--- config.mk ---
export PLATFORM = sky130hd
export DESIGN_NAME = hnf_rxchan_lcrd
export DESIGN_NICKNAME = d
export VERILOG_FILES = /design/src/rtl/hnf_rxchan_lcrd.sv
export SDC_FILE = /design/constraint.sdc
export NUM_CORES = 1
export LEC_CHECK = 0
export ABC_AREA = 1
export CELL_PAD_IN_SITES_DETAIL_PLACEMENT = 1
export CELL_PAD_IN_SITES_GLOBAL_PLACEMENT = 2
export CORE_AREA = 2 2 324 326
export DETAILED_ROUTE_END_ITERATION = 16
export DIE_AREA = 0 0 326 328
export PLACE_DENSITY_LB_ADDON = 0.1
export RECOVER_POWER = 25
export SLEW_MARGIN = 40
export SYNTH_ARGS = -nofsm -noshare
export SYNTH_HDL_FRONTEND = slang
export SYNTH_SLANG_ARGS = --single-unit
--- constraint.sdc ---
create_clock -name clock -period 14.85 [get_ports clock]
set_input_delay 1.485 -clock clock [delete_from_list [all_inputs] [get_ports clock]]
set_output_delay 1.485 -clock clock [all_outputs]
set_load 0.01 [all_outputs]
--- src/rtl/hnf_rxchan_lcrd.sv ---
// CHI RX link-layer receiver for one HN-F inbound channel: L-credit counter, STOP/RUN/DRAIN FSM, flit FIFO.
// Optional TgtID filtering is enabled by defining HNF_RXCHAN_TGTID_CHK_EN.
module hnf_rxchan_lcrd #(
    parameter int          FLIT_W    = 132,
    parameter int          DEPTH     = 8,
    parameter int          MAX_LCRD  = 4,
    parameter int          TGTID_LSB = 4,
    parameter logic [6:0]  HN_ID     = 7'h0
) (
    input  logic                         clock,
    input  logic                         reset,
    input  logic                         link_en,
    output logic                         link_active,
    input  logic [FLIT_W-1:0]            RXFLIT,
    input  logic                         RXFLITV,
    input  logic                         RXFLITPEND,
    output logic                         RXLCRDV,
    output logic [FLIT_W-1:0]            deq_data,
    output logic                         deq_valid,
    input  logic                         deq_ready,
    output logic [$clog2(DEPTH+1)-1:0]   occupancy,
    output logic                         err_nocredit,
    output logic                         err_tgtid,
    output logic [1:0]                   link_state
);

    localparam int CW = $clog2(MAX_LCRD + 1);
    localparam int PW = $clog2(DEPTH);
    localparam int OW = $clog2(DEPTH + 1);
    localparam int SW = $clog2(DEPTH + MAX_LCRD + 2);

    typedef enum logic [1:0] {
        ST_STOP  = 2'd0,
        ST_RUN   = 2'd1,
        ST_DRAIN = 2'd2
    } state_e;

    state_e            state, state_next;
    logic [CW-1:0]     lcrd_out, lcrd_out_next;
    logic              lcrdv_q, lcrdv_next;
    logic [OW-1:0]     occ_next;
    logic [PW-1:0]     wr_ptr, rd_ptr;
    logic [FLIT_W-1:0] mem [DEPTH];
    logic              consume, nocredit, tgt_ok, push, pop;
    logic [SW-1:0]     out_eff, fill;

    // Handshake: the head flit leaves the FIFO on a cycle where deq_valid and deq_ready are both 1.
    assign consume  = RXFLITV && (lcrd_out != '0);
    assign nocredit = RXFLITV && (lcrd_out == '0);
    assign push     = consume && tgt_ok;
    assign pop      = deq_valid && deq_ready;

`ifdef HNF_RXCHAN_TGTID_CHK_EN
    logic err_tgtid_q;
    logic unused_inputs;
    assign tgt_ok        = (RXFLIT[TGTID_LSB +: 7] == HN_ID);
    assign err_tgtid     = err_tgtid_q;
    assign unused_inputs = RXFLITPEND;

    always_ff @(posedge clock or posedge reset) begin
        if (reset) err_tgtid_q <= 1'b0;
        else       err_tgtid_q <= consume && !tgt_ok;
    end
`else
    logic unused_inputs;
    assign tgt_ok        = 1'b1;
    assign err_tgtid     = 1'b0;
    assign unused_inputs = RXFLITPEND ^ (^(RXFLIT[TGTID_LSB +: 7] ^ HN_ID));
`endif

    always_comb begin
        state_next = state;
        case (state)
            ST_STOP:  if (link_en) state_next = ST_RUN;
            ST_RUN:   if (!link_en) state_next = ST_DRAIN;
            ST_DRAIN: begin
                if (link_en)                 state_next = ST_RUN;
                else if (lcrd_out == '0)     state_next = ST_STOP;
            end
            default:  state_next = ST_STOP;
        endcase
    end

    // A grant already registered but not yet counted is included, so neither limit can be overshot.
    assign out_eff = SW'(lcrd_out) + SW'(lcrdv_q);
    assign fill    = SW'(occupancy) + out_eff;

    always_comb begin
        lcrdv_next    = (state == ST_RUN) && (state_next == ST_RUN) &&
                        (out_eff < SW'(MAX_LCRD)) && (fill < SW'(DEPTH));
        lcrd_out_next = lcrd_out + CW'(lcrdv_q) - CW'(consume);
        occ_next      = occupancy + OW'(push) - OW'(pop);
    end

    always_ff @(posedge clock or posedge reset) begin
        if (reset) begin
            state        <= ST_STOP;
            lcrd_out     <= '0;
            lcrdv_q      <= 1'b0;
            occupancy    <= '0;
            wr_ptr       <= '0;
            rd_ptr       <= '0;
            err_nocredit <= 1'b0;
        end else begin
            state        <= state_next;
            lcrd_out     <= lcrd_out_next;
            lcrdv_q      <= lcrdv_next;
            occupancy    <= occ_next;
            err_nocredit <= nocredit;
            if (push) wr_ptr <= (wr_ptr == PW'(DEPTH - 1)) ? '0 : wr_ptr + PW'(1);
            if (pop)  rd_ptr <= (rd_ptr == PW'(DEPTH - 1)) ? '0 : rd_ptr + PW'(1);
        end
    end

    // Storage carries no reset; validity is tracked solely by occupancy.
    always_ff @(posedge clock) begin
        if (push) mem[wr_ptr] <= RXFLIT;
    end

    assign deq_data    = mem[rd_ptr];
    assign deq_valid   = (occupancy != '0);
    assign RXLCRDV     = lcrdv_q;
    assign link_active = (state != ST_STOP);
    assign link_state  = state;

endmodule

==> qor.csv, run 1 <==
stage;metric;value;unit
cts;worst-skew pair later-pin latency;0.70;ns
pwr;PwrDens;202.1;nW/um^2
worst_hold_path;min-delay worst type;reg -> reg;
global_routing;first-pass GRT wire length;175700;um
timing;setup tns final;0;ns
cts;Reg clk slew, reported paths;0.06;ns
die;Die X;326;um
logic_synthesis;number of flops mapped to enable cells by yosys;1056;
logic_synthesis;post-synth cell types;23;
detailed_routing;Routed WL per cell;19.88;um
logic_synthesis;ys flop type;edfxtp_1;
setup_path;Worst setup EP type;output pin;
logic_synthesis;synth cell count leaders;nand2_1 (1880), edfxtp_1 (1056), inv_1 (287);
timing;Rel. slew slack;44.00;%
logic_synthesis;Synth area leader;edfxtp_1;
logic_synthesis;synthesized area;44280;um^2
timing;final hold violation count;0;
global_routing;number of global-route vias before repair;29972;
global_routing;Total GRT Usage;21.47;%
logic_synthesis;area share of the largest cell type after synthesis;71.62;%
setup_path;critical path class;reg -> out;
timing;final period utilization;37.36;%
timing;Clock Skews;0.02061;ns
timing;worst slew pin tran;0.8400;ns
die;Initial Util;42.90;%
cells_and_area;fin util;50.42;%
pwr;worst vdd ir;0.2051;mV
setup_path;CP max FO;116;
detailed_routing;number of remaining DRC errors;0;
cts;PostCTS Resize Cnt;0;
logic_synthesis;syn nets;4186;
detailed_routing;initial DRC count;1723;
setup_path;Worst setup SP type;flip-flop;
timing;final setup violating endpoints;0;
timing;max-slew violations;0;
run;Max Cap Viol;0;
cells_and_area;filler cell count;10903;
placement;Detail Placement HPWL;56980;um
global_routing;largest net degree at the start of global routing;188;
die;Core Region;103200;um^2
die;Top Ports;281;
die;die area;106900;um^2
detailed_routing;DRT antenna net count;0;
logic_synthesis;Post-Syn Instances;4030;
logic_synthesis;YS warnings;0;
cts;TritonCTS Buffers;116;
logic_synthesis;Synth Area per Inst;10.99;um^2
pwr;Leak;0.02078;uW
cts;number of H-tree levels;3;
detailed_routing;Total Wirelength;114200;um
cts;CTS Sinks;1073;
logic_synthesis;Async SR Flop Fraction;1.584;%
detailed_routing;via count;28604;
timing;fin crit period;5.549;ns
global_routing;GRT overflow;0;
die;cell row count;118;
detailed_routing;DR pass1 iterations;5;
cells_and_area;share of cells above drive strength 1;4.909;%
placement;I/O Buffers;278;
timing;Max Clk Rate;180.2;MHz
logic_synthesis;count leader, synth;nand2_1;
setup_path;WP data required;13.36;ns
cells_and_area;nets@finish;4421;
logic_synthesis;top cells by area, synth;edfxtp_1 (72%), nand2_1 (16%), inv_1 (2.4%), o21ai_0 (1.6%), nand3_1 (1.6%);
detailed_routing;via-per-instance ratio;4.980;
timing;RSZ-0062 raised after global routing;false;
global_routing;initial antenna violation count;37;
cells_and_area;area grow syn2layout;17.53;%
logic_synthesis;Seq/Total Area, Yosys;72.58;%
cts;CTS Root Cell;clkbuf_16;
die;chip height;328;um
placement;Placer Congestion;0.7054;
status;status;complete, no violations;
cts;cts hold-fix bufs;0;
cts;CTS tree;built;
setup_path;WP data arrival;4.06;ns
logic_synthesis;synthesized flop and latch total;1073;
cts;Post-CTS Setup Bufs;0;
cts;Max clock buf depth;3;
critical path, stage by stage, from the launching register on:
cell             delay [ns]
dfrtp_4                0.71
buf_6                  0.57
buf_12                 0.39
buf_16                 0.41
nand2_1                0.10
nand2_1                0.10
nand2_1                0.06
o21ai_1                0.10
nand2_1                0.06
nand2_1                0.16
clkdlybuf4s50_1        0.56
logic make-up after synthesis:
group | count (synthesis) | synth area share, %
and+or+nand+nor | 2165 | 18.75
DFF | 1073 | 72.58
buffers and inverters | 497 | 4.974
AOI/OAI and AO/OA | 273 | 3.086
adders and majority gates | 18 | 0.5426
xor gates and xnor gates | 3 | 0.05935
other | 1 | 0.008470
cells in the final DEF, fill, tap and decap left out, types with 2 or more instances in the layout:
master	n
edfxtp_1	1056
fa_1	2
clkdlybuf4s50_1	199
diode_2	5
inv_1	287
nand3_1	138
nor2_1	138
buf_16	4
dfrtp_1	14
clkinv_1	30
o21ai_0	143
xnor2_1	2
buf_4	16
clkbuf_16	121
clkbuf_1	28
bufinv_16	9
nand2_1	1880
a21oi_1	3
dlygate4sd3_1	79
clkinv_2	20
buf_6	18
buf_12	7
nor2_4	8
o21ai_1	127
clkbuf_8	3
clkinvlp_4	2
dfrtp_4	3
ha_1	16
power by group:
| part | switching, uW | internal, uW | leakage, uW |
|---|---|---|---|
| registers | 127 | 3770 | 0.00978 |
| logic | 2520 | 1310 | 0.00920 |
| clock network | 1140 | 1640 | 0.00180 |
| total | 3790 | 6730 | 0.0208 |
path summary, 6_finish.rpt:
path,from,endpoint,slack [ns],cells past startpoint
min reg2reg,link_state[1]$_DFF_PP0_,link_state[0]$_DFF_PP0_,0.52,1
max in group asynchronous,reset,rd_ptr[0]$_DFFE_PP0P_,13.13,2
min,link_state[1]$_DFF_PP0_,link_state[0]$_DFF_PP0_,0.52,1
max reg2reg,lcrd_out[1]$_DFF_PP0_,mem[4][53]$_DFFE_PP_,11.43,8
min in group asynchronous,reset,link_state[0]$_DFF_PP0_,1.20,2
max,rd_ptr[0]$_DFFE_PP0P_,deq_data[47],9.30,10
flip-flops by register name (all words and copies together) (netlist names):
| name | count |
|---|---|
| wr_ptr | 3 |
| rd_ptr | 3 |
| err_nocredit | 1 |
| lcrd_out | 3 |
| occupancy | 4 |
| mem | 1056 |
| link_state | 2 |
| RXLCRDV | 1 |
layout make-up:
type                            count  area, um^2  share of cell area (%)
Tap cell                         1380        1727                   3.318
Sequential cell                  1073       32150                   61.78
Timing Repair Buffer              323        3356                   6.449
Clock buffer                      152        3174                   6.100
Inverter                          291        1129                   2.169
Multi-Input combinational cell   2460        9998                   19.21
Clock inverter                     60       494.2                  0.9497
Antenna cell                        5       12.51                 0.02404
stage by stage:
step / cell area, um^2 / setup WS, ns / std cells / hold WS (ns) / total power, uW
2_1_floorplan: 44280 / 6.961 / 4030 / 0.5193 / 6264
3_3_place_gp: 48110 / 9.496 / 5520 / 0.5037 / 7792
3_5_place_dp: 48290 / 9.919 / 5525 / 0.5038 / 7881
4_1_cts: 51960 / 9.144 / 5737 / 0.5187 / 10700
5_1_grt: 52030 / 8.950 / 5743 / 0.5602 / 11210
6_report: 52040 / 9.301 / 5744 / 0.5158 / 10520
routing by layer:
metal  GRT usage [%]  share of wire (%)  up-vias
met4           5.810                2.0       34
met2           38.59                 51      440
met1           26.48                 42    14234
met3           3.998                4.5      192
li1                -                  -    13704
met5               0               0.18        -
(Power assumes the default switching activity.)
==> run 2, diff against run 1 <==
CORE_AREA = 2 2 336 338   (was 2 2 324 326)
DIE_AREA = 0 0 338 340   (was 0 0 326 328)
clock period = 5.3 ns   (was 14.85 ns; I/O delays follow)
==> run 2 against run 1 <==
Against the previous run: cell count increased by 2.5%; critical path type unchanged; power grew to 2.8 times the previous value; combinational power grew to 2.8 times the previous value; clock skew grew 0.0064 ns; first-iteration DRC count shrank 18%; critical path depth is 1 lower; non-clock buffer count is 16 higher; register-to-register slack got worse by 8.9 ns; count of clock-buffer cells in the layout is 6 lower; clock power rose to 2.7 times the previous value; largest power group unchanged; highest routed layer unchanged; final area rose by 0.53%; sequential share of layout area fell by 0.33 points.
==> qor.csv, run 2 (synthesis results as in run 1) <==
stage;metric;value;unit
status;status;complete, no violations;
timing;worst slew pin tran;0.8313;ns
cts;PostCTS Resize Cnt;0;
timing;Clock Skews;0.02701;ns
detailed_routing;Total Wirelength;116200;um
die;Core Region;111600;um^2
cts;number of H-tree levels;3;
die;chip height;340;um
global_routing;met1 Usage GRT;25.37;%
global_routing;largest net degree at the start of global routing;172;
pwr;Leak;0.02081;uW
die;Top Ports;281;
setup_path;CP peak stage delay;0.73;ns
die;die area;114900;um^2
setup_path;Worst setup SP type;flip-flop;
pwr;Logic pwr share;37.2;%
setup_path;crit path cell chain;buf_4 -> buf_4 -> nand2_1 -> nand2_1 -> nand2_1 -> o21ai_1 -> nand2_1 -> nand2_1 -> clkdlybuf4s50_1;
cts;Reg clk slew, reported paths;0.06;ns
global_routing;met3 usage;4.484;%
pwr;Clk pwr share;25.5;%
setup_path;WP data required;4.77;ns
cts;CTS Root Cell;clkbuf_16;
cells_and_area;fin cells;5889;
setup_path;Worst setup EP type;output pin;
timing;final period utilization;81.86;%
timing;RSZ-0062 raised after global routing;false;
pwr;Cell Int Power;18550;uW
setup_path;crit path from;rd_ptr[0]$_DFFE_PP0P_;
cts;worst-skew pair later-pin latency;0.71;ns
cells_and_area;nets@finish;4437;
timing;worst hold margin;0.2548;ns
cells_and_area;Top reg by flops;mem;
placement;placed cell areas;48760;um^2
timing;max-slew violations;0;
run;Max Cap Viol;0;
global_routing;initial antenna violation count;38;
cts;cts hold-fix bufs;0;
detailed_routing;via-per-instance ratio;4.832;
setup_path;critical path class;reg -> out;
die;Initial Util;39.68;%
pwr;Sw Ratio;36.55;%
global_routing;Top Usage Layer GRT;met2;
global_routing;met2 Use GR;35.84;%
pwr;Flop pwr share;37.4;%
timing;final setup violating endpoints;0;
global_routing;first-pass GRT wire length;177200;um
detailed_routing;via count;28455;
setup_path;CP max FO;68;
detailed_routing;DRT antenna net count;0;
cells_and_area;share of cells above drive strength 1;5.161;%
global_routing;Total GRT Usage;20.39;%
cells_and_area;area grow syn2layout;18.15;%
setup_path;worst r2r src;lcrd_out[1]$_DFF_PP0_;
setup_path;Worst R2R Path Depth;7;
setup_path;reg-to-reg endpoint;mem[1][73]$_DFFE_PP_;
timing;final hold violation count;0;
cells_and_area;Largest regs;mem x1056, occupancy x4;
global_routing;number of global-route vias before repair;29569;
placement;Placer Congestion;0.7003;
placement;Detail Placement HPWL;60250;um
cells_and_area;final instance area;52310;um^2
cts;CTS Sinks;1073;
timing;fin crit period;4.338;ns
cells_and_area;fin util;46.89;%
die;Die X;338;um
setup_path;flop-to-flop setup slack;2.52;ns
cts;Max clock buf depth;3;
cells_and_area;max FFs per register;1056;
cts;CTS tree;built;
setup_path;CP dominant cell by count;nand2_1;
placement;DP Cell Count;5661;
cts;TritonCTS Buffers;116;
pwr;worst vdd ir;0.4712;mV
detailed_routing;initial DRC count;1411;
cts;Post-CTS Setup Bufs;0;
global_routing;GRT overflow;0;
detailed_routing;number of remaining DRC errors;0;
pwr;PwrDens;558.9;nW/um^2
timing;Rel. slew slack;44.58;%
cells_and_area;most frequent cells in the layout;nand2_1 (1880), edfxtp_1 (1056), inv_1 (287);
cells_and_area;commonest non-fill, non-tap cell in the layout;nand2_1;
timing;Max Clk Rate;230.5;MHz
setup_path;WP data arrival;3.81;ns
setup_path;slowest CP cell;buf_4;
detailed_routing;DR pass1 iterations;5;
die;cell row count;123;
placement;I/O Buffers;278;
detailed_routing;Routed WL per cell;19.72;um
worst_hold_path;min-delay worst type;in -> async;
pwr;Tot Pwr;29240;uW
pwr;Psw;10690;uW
## run 2: through the flow
step	worst slack (ns)	TNS (ns)
finish	0.9616	0
global route	0.6843	0
CTS	0.8463	0
floorplan	-1.653	-1745.84
global placement	1.635	0
detailed placement	1.624	0
## run 2: how the worst max path moves through the flow
stage | end | slack [ns] | cells after the start
after global placement | deq_data[110] | 1.63 | 7
after global routing | deq_data[110] | 0.68 | 9
after detailed placement | deq_data[120] | 1.62 | 9
after CTS | deq_data[120] | 0.85 | 9
final | deq_data[110] | 0.96 | 9
after floorplan | mem[0][0]$_DFFE_PP_ | -1.65 | 6
## run 2: power by group through the flow
| stage | clock network (uW) | registers, uW | logic (uW) |
|---|---|---|---|
| floorplan | 0 | 11200 | 6370 |
| global placement | 0 | 11100 | 11100 |
| detailed placement | 0 | 11100 | 11200 |
| CTS | 7640 | 10900 | 11200 |
| global route | 7960 | 11000 | 12200 |
| finish | 7440 | 10900 | 10900 |
## run 2: routing by layer
metal  vias up  wire length (um)
met2       394             57940
met4        34              2551
met1     14084             50090
met3       192              5359
li1      13751                 -
met5         -               214
## run 2: layout make-up
class                      count  area, um^2
inverter                     291        1124
sequential                  1073       32150
clock buffer                 146        3058
tap                         1500        1877
multi-input combinational   2460        9998
antenna                       10       25.02
timing repair buffer         339        3670
fill                       11930       59260
clock inverter                70       414.1
## run 2: critical path, delay by kind of cell, from the launching register on
| kind | cells | cell delay, ns |
|---|---|---|
| compound gates | 1 | 0.10 |
| buf+inv | 3 | 1.88 |
| flops | 1 | 0.57 |
| simple gates | 5 | 0.49 |
==> run 3, diff against run 2 <==
CORE_AREA = 2 2 354 356   (was 2 2 336 338)
DIE_AREA = 0 0 356 358   (was 0 0 338 340)
clock period = 3.6 ns   (was 5.3 ns; I/O delays follow)
==> run 3 against run 2 <==
Against the previous run: die area grew 11%; global-route usage shrank 1.3 points; wire length grew 4.3%; critical path type unchanged; critical endpoint is now deq_data[4]; largest power group is now combinational cells; register-to-register slack lost 1.3 ns; count of clock-buffer cells in the layout grew 16.
==> qor.csv, run 3 (synthesis results as in run 1) <==
stage;metric;value;unit
detailed_routing;initial DRC count;1444;
die;Initial Util;35.91;%
die;chip height;358;um
timing;worst slew pin tran;0.8654;ns
cts;cts hold-fix bufs;0;
timing;max-slew violations;0;
cells_and_area;most frequent cells in the layout;nand2_1 (1880), edfxtp_1 (1056), inv_1 (287);
detailed_routing;via-per-instance ratio;4.749;
placement;I/O Buffers;278;
detailed_routing;DR pass1 iterations;5;
timing;Clock Skews;0.02119;ns
cts;CTS Sinks;1073;
timing;final hold violation count;0;
setup_path;Worst setup EP type;output pin;
global_routing;GRT overflow;0;
timing;Max Clk Rate;294.9;MHz
timing;final period utilization;94.20;%
cells_and_area;max FFs per register;1056;
timing;RSZ-0062 raised after global routing;false;
timing;Rel. slew slack;42.31;%
cells_and_area;fin util;42.93;%
global_routing;Total GRT Usage;19.06;%
detailed_routing;DRT antenna net count;0;
cts;Max clock buf depth;3;
die;Die X;356;um
pwr;PwrDens;837.2;nW/um^2
timing;final setup violating endpoints;0;
cells_and_area;filler cell count;13253;
pwr;Leak;0.02106;uW
placement;Detail Placement HPWL;60920;um
timing;worst hold margin;0.09320;ns
global_routing;initial antenna violation count;40;
global_routing;number of global-route vias before repair;29914;
die;cell row count;129;
cells_and_area;Largest regs;mem x1056, occupancy x4;
placement;post-place setup slack;0.5812;ns
cells_and_area;nets@finish;4462;
cells_and_area;share of cells above drive strength 1;5.840;%
placement;Placer Congestion;0.7047;
die;die area;127400;um^2
detailed_routing;Routed WL per cell;20.04;um
global_routing;largest net degree at the start of global routing;114;
detailed_routing;number of remaining DRC errors;0;
global_routing;first-pass GRT wire length;183200;um
setup_path;WP data required;3.24;ns
timing;setup tns final;0;ns
setup_path;Worst setup SP type;flip-flop;
die;Top Ports;281;
pwr;worst vdd ir;0.5251;mV
detailed_routing;Total Wirelength;121100;um
die;Core Region;123300;um^2
cells_and_area;area grow syn2layout;19.55;%
detailed_routing;via count;28695;
timing;fin worst setup slack;0.2089;ns
run;Max Cap Viol;0;
worst_hold_path;min-delay worst type;in -> async;
status;status;complete, no violations;
cts;CTS tree;built;
pwr;Tot Pwr;44310;uW
cts;Reg clk slew, reported paths;0.06;ns
cts;number of H-tree levels;3;
cts;worst-skew pair later-pin latency;0.71;ns
cts;CTS Root Cell;clkbuf_16;
timing;fin crit period;3.391;ns
cells_and_area;Top reg by flops;mem;
setup_path;WP data arrival;3.03;ns
setup_path;critical path class;reg -> out;
cells_and_area;commonest non-fill, non-tap cell in the layout;nand2_1;
setup_path;CP max FO;79;
cts;TritonCTS Buffers;119;
[run 3: layer usage]
layer	GRT usage [%]	wire length, um	vias up	share of wire, %
met3	4.056	5069	217	4.2
met4	4.270	2592	46	2.1
met2	34.28	60880	404	50
li1	-	-	13805	-
met1	23.42	52280	14223	43
met5	0	282	-	0.23
[run 3: path summary, 6_finish.rpt]
check	start	end	slack, ns	cells past startpoint
hold / removal	reset	err_nocredit$_DFF_PP0_	0.09	2
setup reg to reg	lcrd_out[1]$_DFF_PP0_	mem[4][88]$_DFFE_PP_	1.20	7
min in group clock	RXFLITV	err_nocredit$_DFF_PP0_	0.23	3
max in group asynchronous	reset	rd_ptr[2]$_DFFE_PP0P_	2.96	2
hold reg to reg	link_state[1]$_DFF_PP0_	link_state[0]$_DFF_PP0_	0.51	1
setup / recovery	rd_ptr[0]$_DFFE_PP0P_	deq_data[4]	0.21	9
[run 3: layout make-up]
| cell class | instances | area (um^2) | share of cell area, % |
|---|---|---|---|
| Sequential cell | 1073 | 32150 | 60.73 |
| Multi-Input combinational cell | 2460 | 9998 | 18.89 |
| Timing Repair Buffer | 359 | 3894 | 7.356 |
| Clock buffer | 162 | 3233 | 6.108 |
| Tap cell | 1637 | 2048 | 3.869 |
| Inverter | 291 | 1140 | 2.153 |
| Clock inverter | 54 | 445.4 | 0.8415 |
| Timing Repair inverter | 2 | 17.52 | 0.03309 |
| Antenna cell | 4 | 10.01 | 0.01891 |
[run 3: stage by stage]
stage	instance area [um^2]	cells
after floorplan	44300	4030
after global placement	49100	5814
final	52930	6042
after global routing	52930	6041
after CTS	52900	6038
after detailed placement	49100	5814
[run 3: where the power goes]
group	leakage, uW	switching (uW)	internal [uW]
clock network	0.00180	4850	6730
registers	0.00978	442	15600
logic	0.00947	10800	5890
total	0.0211	16100	28200
[run 3: critical path, cell delays in order, from the launching register on]
cell and delay [ns]:
dfrtp_4 0.57, buf_12 0.18, buf_12 0.30, nand2_1 0.09, nand2_1 0.08, nand2_1 0.04
o21ai_1 0.09, nand2_1 0.08, nand2_1 0.10, clkdlybuf4s50_1 0.69
[run 3: repair_timing]
item,4_1_cts,5_1_grt
hold endpoints to repair,0,0
setup endpoints to repair,120,7
setup buffers,6,0
gates resized for setup,5,4
gates cloned,2,0
